`src/rtl/cnn_conv_accum_if.sv`:
```
// Handshake bundle between the product stream, the accumulator and the
// activation buffer. The product source and the result sink use the master
// side. The accumulator uses the slave side.
interface cnn_conv_accum_if #(
    parameter int PROD_WIDTH  = 41,
    parameter int BIAS_WIDTH  = 32,
    parameter int OUT_WIDTH   = 16,
    parameter int SHIFT_WIDTH = 6,
    parameter int CNT_WIDTH   = 12
);
    logic                          prod_valid;
    logic signed [PROD_WIDTH-1:0]  prod;
    logic                          prod_last;
    logic                          prod_ready;
    logic signed [BIAS_WIDTH-1:0]  cfg_bias;
    logic        [SHIFT_WIDTH-1:0] cfg_shift;
    logic                          cfg_relu;
    logic                          out_valid;
    logic                          out_ready;
    logic signed [OUT_WIDTH-1:0]   out_data;
    logic                          out_sat;
    logic                          out_acc_ovf;
    logic        [CNT_WIDTH-1:0]   out_terms;

    modport master (
        output prod_valid, prod, prod_last, cfg_bias, cfg_shift, cfg_relu, out_ready,
        input  prod_ready, out_valid, out_data, out_sat, out_acc_ovf, out_terms
    );

    modport slave (
        input  prod_valid, prod, prod_last, cfg_bias, cfg_shift, cfg_relu, out_ready,
        output prod_ready, out_valid, out_data, out_sat, out_acc_ovf, out_terms
    );
endinterface

```
`src/rtl/cnn_conv_accum.sv`:
```
// Convolution accumulator. It sums a stream of signed products into one pixel
// with a saturating accumulator. It then adds the bias, applies round-half-up,
// does an arithmetic right shift and saturates to the output width.
// ReLU is optional. The result is sent over a valid/ready handshake.
module cnn_conv_accum #(
    parameter int PROD_WIDTH  = 41,
    parameter int ACC_WIDTH   = 48,
    parameter int BIAS_WIDTH  = 32,
    parameter int OUT_WIDTH   = 16,
    parameter int SHIFT_WIDTH = 6,
    parameter int CNT_WIDTH   = 12
) (
    input logic            clk,
    input logic            rst_n,
    cnn_conv_accum_if.slave bus
);
    typedef enum logic [1:0] {ACC, ROUND, OUT} state_t;

    // The rounding datapath is wide enough to hold acc+bias plus the largest
    // rounding increment 2^(2^SHIFT_WIDTH-2). The shift result is exact for
    // every shift amount.
    localparam int RW = ((ACC_WIDTH + 2) > ((1 << SHIFT_WIDTH) + 1)) ?
                        (ACC_WIDTH + 2) : ((1 << SHIFT_WIDTH) + 1);

    localparam logic signed [ACC_WIDTH-1:0] ACC_MAX = {1'b0, {(ACC_WIDTH-1){1'b1}}};
    localparam logic signed [ACC_WIDTH-1:0] ACC_MIN = {1'b1, {(ACC_WIDTH-1){1'b0}}};
    localparam logic signed [RW-1:0] OUT_MAX_W = {{(RW-OUT_WIDTH+1){1'b0}}, {(OUT_WIDTH-1){1'b1}}};
    localparam logic signed [RW-1:0] OUT_MIN_W = {{(RW-OUT_WIDTH+1){1'b1}}, {(OUT_WIDTH-1){1'b0}}};
    localparam logic [RW-1:0] RW_ONE = {{(RW-1){1'b0}}, 1'b1};

    state_t state_reg, state_next;
    logic   prod_ready_c;
    logic   accept;

    logic signed [ACC_WIDTH-1:0]  acc_reg;
    logic        [CNT_WIDTH-1:0]  cnt_reg;
    logic                         acc_ovf_reg;
    logic                         first_reg;
    logic signed [BIAS_WIDTH-1:0] bias_reg;
    logic        [SHIFT_WIDTH-1:0] shift_reg;
    logic                         relu_reg;

    logic                         out_valid_reg;
    logic signed [OUT_WIDTH-1:0]  out_data_reg;
    logic                         out_sat_reg;
    logic                         out_acc_ovf_reg;
    logic        [CNT_WIDTH-1:0]  out_terms_reg;

    logic signed [ACC_WIDTH-1:0] prod_ext;
    logic signed [ACC_WIDTH:0]   acc_sum;
    logic                        acc_clip;
    logic signed [ACC_WIDTH-1:0] acc_clamped;

    logic signed [RW-1:0]        rnd_t;
    logic signed [RW-1:0]        rnd_inc;
    logic signed [RW-1:0]        rnd_sum;
    logic signed [RW-1:0]        rnd_sh;
    logic signed [OUT_WIDTH-1:0] q_data;
    logic                        q_sat;

    assign accept = bus.prod_valid && prod_ready_c;

    // State register
    always_ff @(posedge clk or negedge rst_n) begin
        if (!rst_n) state_reg <= ACC;
        else        state_reg <= state_next;
    end

    // Next-state logic and ready decode
    always_comb begin
        state_next   = state_reg;
        prod_ready_c = 1'b0;
        case (state_reg)
            ACC: begin
                prod_ready_c = 1'b1;
                if (bus.prod_valid && bus.prod_last) state_next = ROUND;
            end
            ROUND:   state_next = OUT;
            OUT:     if (bus.out_ready) state_next = ACC;
            default: state_next = ACC;
        endcase
    end

    // Saturating accumulate: detect overflow from the two top bits of the wide sum
    always_comb begin
        prod_ext    = {{(ACC_WIDTH-PROD_WIDTH){bus.prod[PROD_WIDTH-1]}}, bus.prod};
        acc_sum     = {acc_reg[ACC_WIDTH-1], acc_reg} + {prod_ext[ACC_WIDTH-1], prod_ext};
        acc_clip    = acc_sum[ACC_WIDTH] ^ acc_sum[ACC_WIDTH-1];
        acc_clamped = acc_sum[ACC_WIDTH-1:0];
        if (acc_clip) acc_clamped = acc_sum[ACC_WIDTH] ? ACC_MIN : ACC_MAX;
    end

    // Bias, round half up, shift, then saturate or ReLU to the output width
    always_comb begin
        rnd_t   = {{(RW-ACC_WIDTH){acc_reg[ACC_WIDTH-1]}}, acc_reg}
                + {{(RW-BIAS_WIDTH){bias_reg[BIAS_WIDTH-1]}}, bias_reg};
        rnd_inc = (shift_reg != '0) ? (RW_ONE << (shift_reg - SHIFT_WIDTH'(1))) : '0;
        rnd_sum = rnd_t + rnd_inc;
        rnd_sh  = rnd_sum >>> shift_reg;
        q_data  = rnd_sh[OUT_WIDTH-1:0];
        q_sat   = 1'b0;
        if (relu_reg && rnd_sh[RW-1]) begin
            q_data = '0;
        end else if (rnd_sh > OUT_MAX_W) begin
            q_data = OUT_MAX_W[OUT_WIDTH-1:0];
            q_sat  = 1'b1;
        end else if (rnd_sh < OUT_MIN_W) begin
            q_data = OUT_MIN_W[OUT_WIDTH-1:0];
            q_sat  = 1'b1;
        end
    end

    // Accumulator, block bookkeeping and output registers
    always_ff @(posedge clk or negedge rst_n) begin
        if (!rst_n) begin
            acc_reg         <= '0;
            cnt_reg         <= '0;
            acc_ovf_reg     <= 1'b0;
            first_reg       <= 1'b1;
            bias_reg        <= '0;
            shift_reg       <= '0;
            relu_reg        <= 1'b0;
            out_valid_reg   <= 1'b0;
            out_data_reg    <= '0;
            out_sat_reg     <= 1'b0;
            out_acc_ovf_reg <= 1'b0;
            out_terms_reg   <= '0;
        end else begin
            case (state_reg)
                ACC: begin
                    if (accept) begin
                        if (first_reg) begin
                            acc_reg     <= prod_ext;
                            bias_reg    <= bus.cfg_bias;
                            shift_reg   <= bus.cfg_shift;
                            relu_reg    <= bus.cfg_relu;
                            first_reg   <= 1'b0;
                            acc_ovf_reg <= 1'b0;
                        end else begin
                            acc_reg <= acc_clamped;
                            if (acc_clip) acc_ovf_reg <= 1'b1;
                        end
                        if (cnt_reg != {CNT_WIDTH{1'b1}}) cnt_reg <= cnt_reg + CNT_WIDTH'(1);
                    end
                end
                ROUND: begin
                    out_data_reg    <= q_data;
                    out_sat_reg     <= q_sat;
                    out_acc_ovf_reg <= acc_ovf_reg;
                    out_terms_reg   <= cnt_reg;
                    out_valid_reg   <= 1'b1;
                end
                OUT: begin
                    if (bus.out_ready) begin
                        out_valid_reg <= 1'b0;
                        acc_reg       <= '0;
                        cnt_reg       <= '0;
                        acc_ovf_reg   <= 1'b0;
                        first_reg     <= 1'b1;
                    end
                end
                default: ;
            endcase
        end
    end

    assign bus.prod_ready  = prod_ready_c;
    assign bus.out_valid   = out_valid_reg;
    assign bus.out_data    = out_data_reg;
    assign bus.out_sat     = out_sat_reg;
    assign bus.out_acc_ovf = out_acc_ovf_reg;
    assign bus.out_terms   = out_terms_reg;
endmodule

```
`src/flat_wrapper.sv`:
```
// flat-port wrapper written by rule: the top's interface ports become plain ports
module cnn_conv_accum_flat 
#(
    parameter int PROD_WIDTH  = 41,
    parameter int ACC_WIDTH   = 48,
    parameter int BIAS_WIDTH  = 32,
    parameter int OUT_WIDTH   = 16,
    parameter int SHIFT_WIDTH = 6,
    parameter int CNT_WIDTH   = 12
)
  (clk, rst_n, bus_prod_valid, bus_prod, bus_prod_last, bus_cfg_bias, bus_cfg_shift, bus_cfg_relu, bus_out_ready, bus_prod_ready, bus_out_valid, bus_out_data, bus_out_sat, bus_out_acc_ovf, bus_out_terms);
  cnn_conv_accum_if #(.PROD_WIDTH(PROD_WIDTH), .BIAS_WIDTH(BIAS_WIDTH), .OUT_WIDTH(OUT_WIDTH), .SHIFT_WIDTH(SHIFT_WIDTH), .CNT_WIDTH(CNT_WIDTH)) bus_i ();
  input logic clk;
  input logic rst_n;
  input wire logic [$bits(bus_i.prod_valid)-1:0] bus_prod_valid;
  input wire logic [$bits(bus_i.prod)-1:0] bus_prod;
  input wire logic [$bits(bus_i.prod_last)-1:0] bus_prod_last;
  input wire logic [$bits(bus_i.cfg_bias)-1:0] bus_cfg_bias;
  input wire logic [$bits(bus_i.cfg_shift)-1:0] bus_cfg_shift;
  input wire logic [$bits(bus_i.cfg_relu)-1:0] bus_cfg_relu;
  input wire logic [$bits(bus_i.out_ready)-1:0] bus_out_ready;
  output wire logic [$bits(bus_i.prod_ready)-1:0] bus_prod_ready;
  output wire logic [$bits(bus_i.out_valid)-1:0] bus_out_valid;
  output wire logic [$bits(bus_i.out_data)-1:0] bus_out_data;
  output wire logic [$bits(bus_i.out_sat)-1:0] bus_out_sat;
  output wire logic [$bits(bus_i.out_acc_ovf)-1:0] bus_out_acc_ovf;
  output wire logic [$bits(bus_i.out_terms)-1:0] bus_out_terms;
  assign bus_i.prod_valid = bus_prod_valid;
  assign bus_i.prod = bus_prod;
  assign bus_i.prod_last = bus_prod_last;
  assign bus_i.cfg_bias = bus_cfg_bias;
  assign bus_i.cfg_shift = bus_cfg_shift;
  assign bus_i.cfg_relu = bus_cfg_relu;
  assign bus_i.out_ready = bus_out_ready;
  assign bus_prod_ready = bus_i.prod_ready;
  assign bus_out_valid = bus_i.out_valid;
  assign bus_out_data = bus_i.out_data;
  assign bus_out_sat = bus_i.out_sat;
  assign bus_out_acc_ovf = bus_i.out_acc_ovf;
  assign bus_out_terms = bus_i.out_terms;
  cnn_conv_accum #(.PROD_WIDTH(PROD_WIDTH), .ACC_WIDTH(ACC_WIDTH), .BIAS_WIDTH(BIAS_WIDTH), .OUT_WIDTH(OUT_WIDTH), .SHIFT_WIDTH(SHIFT_WIDTH), .CNT_WIDTH(CNT_WIDTH)) u_core (.clk(clk), .rst_n(rst_n), .bus(bus_i));
endmodule
```
`config.mk`:
```
export PLATFORM = sky130hd
export DESIGN_NAME = cnn_conv_accum_flat
export DESIGN_NICKNAME = d
export VERILOG_FILES = /design/src/rtl/cnn_conv_accum_if.sv /design/src/rtl/cnn_conv_accum.sv /design/src/flat_wrapper.sv
export SDC_FILE = /design/constraint.sdc
export NUM_CORES = 1
export LEC_CHECK = 0
export BUFFER_PORTS_ARGS = -buffer_cell sky130_fd_sc_hd__buf_2
export CAP_MARGIN = 20
export CORE_MARGIN = 2
export CORE_UTILIZATION = 25
export CTS_BUF_LIST = sky130_fd_sc_hd__clkbuf_4
export DETAILED_ROUTE_END_ITERATION = 12
export HOLD_SLACK_MARGIN = 0.12
export PLACE_DENSITY = 0.49
export SETUP_SLACK_MARGIN = 0.5
export SLEW_MARGIN = 10
export SYNTH_ARGS = -nofsm -noshare
export SYNTH_HDL_FRONTEND = slang
export SYNTH_SLANG_ARGS = --single-unit
```
`constraint.sdc`:
```
create_clock -name clk -period 9.5 [get_ports clk]
set_clock_uncertainty 0.15 [all_clocks]
set_input_delay 0.95 -clock clk [delete_from_list [all_inputs] [get_ports clk]]
set_output_delay 0.95 -clock clk [all_outputs]
set_load 0.02 [all_outputs]
```
* Yosys cells after proc, flatten, opt, wreduce, memory -nomap -nowiden
Cells that the tools add are included.
Operators by class: $add $sub $neg 5, $lt $le $gt $ge 2, equal/unequal tests 8, shifts and indexed selects 2, muxes and demuxes 30, bitwise gates (word level) 1, reductions and logical operators 13
Operators with widths (number):
- 2-to-1 mux 48 bit | 5
- case mux 48 bit (2 select lines) | 1
- adder 65 bit | 1
- greater-than comparator 65 x 16 -> 1 bit, second input constant | 1
- less-than comparator 65 x 16 -> 1 bit, second input constant | 1
- 2-to-1 mux 65 bit | 1
- left shift 1 x 6 -> 65 bit, first input constant | 1
- >>> shifter 65 x 6 -> 65 bit | 1
- adder 48 x 32 -> 49 bit | 1
- adder 48 x 41 -> 49 bit | 1
- 2-to-1 mux 16 bit | 3
- 2-to-1 mux 12 bit | 3
- case mux 12 bit (2 select lines) | 1
- adder 12 x 1 -> 12 bit, second input constant | 1
- inequality test 12 bit, second input constant | 1
- 2-to-1 mux 1 bit | 10
- AND reduction 4 bit | 2
- inequality test 2 x 1 -> 1 bit, second input constant | 3
- case mux 1 bit (2 select lines) | 3
- case mux 2 bit (3 select lines) | 1
- AND reduction 3 bit | 2
- nonzero test 6 bit | 1
- subtractor 6 x 1 -> 6 bit, second input constant | 1
- 2-to-1 mux 2 bit | 2
- other kinds (9) | 13
Storage, ports and cells: register bits 134, output and inout port bits 32, word-level logic and storage cells 74

* Depth between registers and ports, before layout
word-level depth 9, mapped depth 40, mapped depth without buffers 36

* Least setup slack after synthesis
OpenSTA, ideal clock, no wires.
kind register to register, start register u_core.acc_reg[1], end register u_core.out_sat_reg, in the netlist u_core.bus.out_sat, setup time 0.126 ns, data arrival time 7.828 ns, required time 9.224 ns, setup slack 1.396 ns, stages on the path, launching flop included 35, path buffers 1, cells stage by stage dfrtp_1 -> ha_1 -> a21o_1 -> a21oi_1 -> o21bai_1 -> a21oi_1 -> o21bai_1 -> a21oi_1 -> o211ai_1 -> nand4_1 -> and3_1 -> nor4_1 -> o31a_1 -> o31ai_1 -> a31oi_1 -> a211o_1 -> a21oi_1 -> xnor2_1 -> ha_1 -> clkbuf_1 -> nand2_1 -> nor2_1 -> nand2_1 -> or4_1 -> nor2_1 -> nor3_1 -> mux2_1 -> mux4_2 -> mux2_4 -> mux4_2 -> or4b_1 -> nor4b_2 -> and4_4 -> nand2_1 -> a221o_1
On the way: cells in the longest elaborated chain, start to end 7, elaborated cells on any way between the ends 9, classes of those cells 2 x add/sub; 2 x order compare; 1 x shift; 3 x mux; 1 x reduce/logical
Ends and longest elaborated chain:
- from (decl) | line cnn_conv_accum.sv:35 | logic signed [ACC_WIDTH-1:0] acc_reg;
- from (signal assigned) | line cnn_conv_accum.sv:133 | acc_reg <= prod_ext;
- from (signal assigned) | line cnn_conv_accum.sv:140 | acc_reg <= acc_clamped;
- adder 48 x 32 -> 49 bit * | line cnn_conv_accum.sv:96 | + {{(RW-BIAS_WIDTH){bias_reg[BIAS_WIDTH-1]}}, bias_reg};
- adder 65 bit * | line cnn_conv_accum.sv:98 | rnd_sum = rnd_t + rnd_inc;
- >>> shifter 65 x 6 -> 65 bit * | line cnn_conv_accum.sv:99 | rnd_sh = rnd_sum >>> shift_reg;
- less-than comparator 65 x 16 -> 1 bit | line cnn_conv_accum.sv:107 | end else if (rnd_sh < OUT_MIN_W) begin
- 2-to-1 mux 1 bit | line cnn_conv_accum.sv:107
- 2-to-1 mux 1 bit | line cnn_conv_accum.sv:104 | end else if (rnd_sh > OUT_MAX_W) begin
- 2-to-1 mux 1 bit * | line cnn_conv_accum.sv:102 | if (relu_reg && rnd_sh[RW-1]) begin
- to (signal assigned) | line cnn_conv_accum.sv:148 | out_sat_reg <= q_sat;
- to (decl) | line cnn_conv_accum.sv:45 | logic out_sat_reg;
Mark *: on every way between the ends. The rest lies on a longest branch, timed or not. A chain may end at the register's enable or synchronous reset.

* Worst setup path in the final report
start register u_core.acc_reg[10], end register u_core.out_data_reg[2], in the netlist u_core.bus.out_data[2]
On the way: cells in the longest elaborated chain, start to end 7, elaborated cells on any way between the ends 9, classes of those cells 2 x add/sub; 2 x order compare; 1 x shift; 3 x mux; 1 x reduce/logical
Ends and longest elaborated chain:
- adder 48 x 32 -> 49 bit * | line cnn_conv_accum.sv:96
- adder 65 bit * | line cnn_conv_accum.sv:98
- >>> shifter 65 x 6 -> 65 bit * | line cnn_conv_accum.sv:99
- less-than comparator 65 x 16 -> 1 bit | line cnn_conv_accum.sv:107
- 2-to-1 mux 16 bit | line cnn_conv_accum.sv:107
- 2-to-1 mux 16 bit | line cnn_conv_accum.sv:104
- 2-to-1 mux 16 bit * | line cnn_conv_accum.sv:102
- to (signal assigned) | line cnn_conv_accum.sv:147 | out_data_reg <= q_data;
- to (decl) | line cnn_conv_accum.sv:44 | logic signed [OUT_WIDTH-1:0] out_data_reg;
Marks and branches as above.

==> flow_metrics.env <==
export IMPL_synth_avg_cell_area_um2=7.41
export IMPL_die_h_um=298
export IMPL_post_dp_hpwl_um=74700
export IMPL_synthCells=2911
export IMPL_relSlewSlack_pct=32.7
export IMPL_finalCriticalPeriod_ns=8.58
export IMPL_coreArea_mm2=0.0853
export IMPL_cts_buffers=17
export IMPL_via_count=24053
export IMPL_layout_nets=3258
export IMPL_startpoint_type="flop"
export IMPL_syn_to_final_growth_pct=14.4
export IMPL_drtIter0Drc=2284
export IMPL_antenna_found_initial=2
export IMPL_grt_pass1_wl_um=141000
export IMPL_critical_path_arrival_ns=9.00
export IMPL_die_w_um=298
export IMPL_via_per_inst=5.77
export IMPL_ant_nets=0
export IMPL_tritoncts="done"
export IMPL_rows=107
export IMPL_slew_viol_final=0
export IMPL_drc=0
export IMPL_grt_pass1_vias=22582
export IMPL_die_area_mm2=0.0886
export IMPL_min_path_type="in -> reg"
export IMPL_post_route_period_util_pct=90.3
export IMPL_synth_edf_count=0
export IMPL_synth_area_mm2=0.0216
export IMPL_firstDrtPassIters=5
export IMPL_fin_area_mm2=0.0247
export IMPL_cts_reportedPaths_clkPinSlew_ns=0.12
export IMPL_cts_sink_count=134
export IMPL_netlist_area_leader_share_pct=15.4
export IMPL_path_max_fanout=8
export IMPL_finalHoldViolCount=0
export IMPL_cts_buffer_depth=2
export IMPL_cts_root_buf="clkbuf_4"
export IMPL_status="completed"
export IMPL_drive_gt1_share_pct=16.9
export IMPL_cap_violations=0
export IMPL_yosysTopAreaCell="dfrtp_1"
export IMPL_grt_start_max_net_pins=77
export IMPL_worst_pin_slew_ns=1.00
export IMPL_syn_nets=3160
export IMPL_ys_seq_area_share_pct=15.6
export IMPL_timing_fmax_mhz=117
export IMPL_yosysMostFrequentCell="nor2_1"
export IMPL_synth_top_flop_cell="dfrtp_1"
export IMPL_setup_viol_count_final=0
export IMPL_max_stage_delay_ns=0.83
export IMPL_synthArstFlopShare_pct=100
export IMPL_largest_register_ffs=48
export IMPL_synth_cell_types=104
export IMPL_place_congestion=1.02
export IMPL_grt_ovfl_total=0
export IMPL_yosys_warnings=0
export IMPL_start_util_pct=25.3
export IMPL_grt_total_usage_pct=20.4
export IMPL_clock_latency_ns=0.69
export IMPL_htree_levels=4
export IMPL_wl_per_cell_um=22.6
export IMPL_end_kind="flop"
export IMPL_drt_total_wl_um=93900
export IMPL_ios=117
export IMPL_fin_ws_ns=0.920
export IMPL_synth_area_top_cells="dfrtp_1 15%, ha_1 9.3%, a21oi_1 5.7%, nor2_1 5.5%, o21ai_0 4.6%"
export IMPL_worstSetupPathType="reg -> reg"
export IMPL_io_buffer_count=116
export IMPL_post_dp_cell_area_mm2=0.0238
export IMPL_worstPathRequired_ns=9.92
export IMPL_netlist_top_cells_count="317 x nor2_1, 246 x a21oi_1, 244 x nand2_1, 199 x o21ai_0, 161 x ha_1"
export IMPL_pre_cts_ws_ns=0.275
export IMPL_synth_seq_cells=134
export IMPL_slowest_stage="nor3_1"
export IMPL_rsz0062_at_grt="false"
export IMPL_fin_setup_tns_ns=0
-- logic make-up (layout without fill, tap and decap cells) --
kind of cell	after synthesis	after routing	synth area share, %
mux	175	175	10.3
compound gates	1032	1033	32.2
xor+xnor	130	130	5.28
flops	134	134	15.6
simple gates	1020	1020	22.4
fa+ha+maj	164	164	9.62
buf+inv	255	364	4.61
other cells	1	2	0.0174
-- layout by cell type (no fill, tap or decap), types with 17 or more instances in the layout --
cell type,netlist,final
mux4_2,30,30
o21bai_1,37,37
buf_2,21,115
xor2_1,39,39
mux2i_1,77,77
nor2b_1,22,22
nand2b_1,25,25
a31oi_1,29,28
mux2_2,66,66
o31ai_1,21,19
nand4_1,69,69
a21o_1,66,65
clkbuf_4,0,18
xnor2_1,91,87
and2_1,36,34
nand2_1,244,242
ha_1,161,149
buf_4,0,134
inv_1,79,76
a21oi_1,246,230
a211oi_1,67,65
or2_2,17,17
o21ai_1,26,25
a22oi_1,50,50
nor3_1,93,92
and3_1,23,21
dfrtp_1,133,127
o21a_1,36,36
o211ai_1,35,35
or3_1,29,29
nor2_1,317,311
o21ai_0,199,193
nand3_1,92,92
-- final timing paths --
check,from,end,slack (ns),cells past startpoint
setup / recovery,u_core.acc_reg[10]$_DFFE_PN0P_,u_core.bus.out_data[2]$_DFFE_PN0P_,0.92,31
hold / removal,bus_cfg_shift[0],u_core.shift_reg[0]$_DFFE_PN0P_,0.33,3
setup reg to reg,u_core.acc_reg[10]$_DFFE_PN0P_,u_core.bus.out_data[2]$_DFFE_PN0P_,0.92,31
hold reg to reg,u_core.bus.out_data[2]$_DFFE_PN0P_,u_core.bus.out_data[2]$_DFFE_PN0P_,0.34,2
max in group asynchronous,rst_n,u_core.acc_reg[1]$_DFFE_PN0P_,7.09,3
min in group asynchronous,rst_n,u_core.bus.out_terms[3]$_DFFE_PN0P_,0.71,2
-- critical path, delay by kind of cell (launching register included) --
family,cells,cell delay (ns)
buffers and inverters,2,0.45
flip-flops,1,0.44
AND/OR/NAND/NOR,9,2.43
adder cells (fa/ha/maj),2,0.81
AO/OA/AOI/OAI,16,3.31
multiplexers,1,0.63
XOR/XNOR,1,0.26
-- metal layers --
metal	global-route usage (%)	share of wire (%)	up-vias
met4	10.3	5.6	2
met3	2.92	6.9	224
li1	-	-	11224
met1	27.5	44	11582
met2	31.7	43	1021
met5	0	0.014	-
-- what timing repair did --
item                                    CTS  global route
endpoints found under the setup margin   16            16
gates cloned                              0             1
pin swaps                                 1            23
gates resized for setup                   6            78
hold buffers                              1             0
setup buffers                             2            16
endpoints found under the hold margin    67             0
-- metrics by stage --
| stage | hold slack, ns | util [%] | std cells |
|---|---|---|---|
| floorplan | 0.317 | - | 2911 |
| global placement | 0.323 | 27.9 | 4113 |
| detailed placement | 0.322 | 27.9 | 4113 |
| CTS | 0.186 | 28.3 | 4147 |
| global route | 0.268 | 28.9 | 4166 |
| finish | 0.327 | 28.9 | 4166 |
-- final cells by class --
class | instances | area [um2]
clock buffer | 17 | 128
sequential | 134 | 3360
antenna | 1 | 2.50
timing repair buffer | 252 | 1610
clock inverter | 14 | 183
tap | 1144 | 1430
multi-input combinational | 2523 | 17700
fill | 9370 | 60600
inverter | 81 | 304
Power is left out: the tool's default activity adds up to more than one toggle a clock period on the data nets, which glitch-free logic cannot reach.
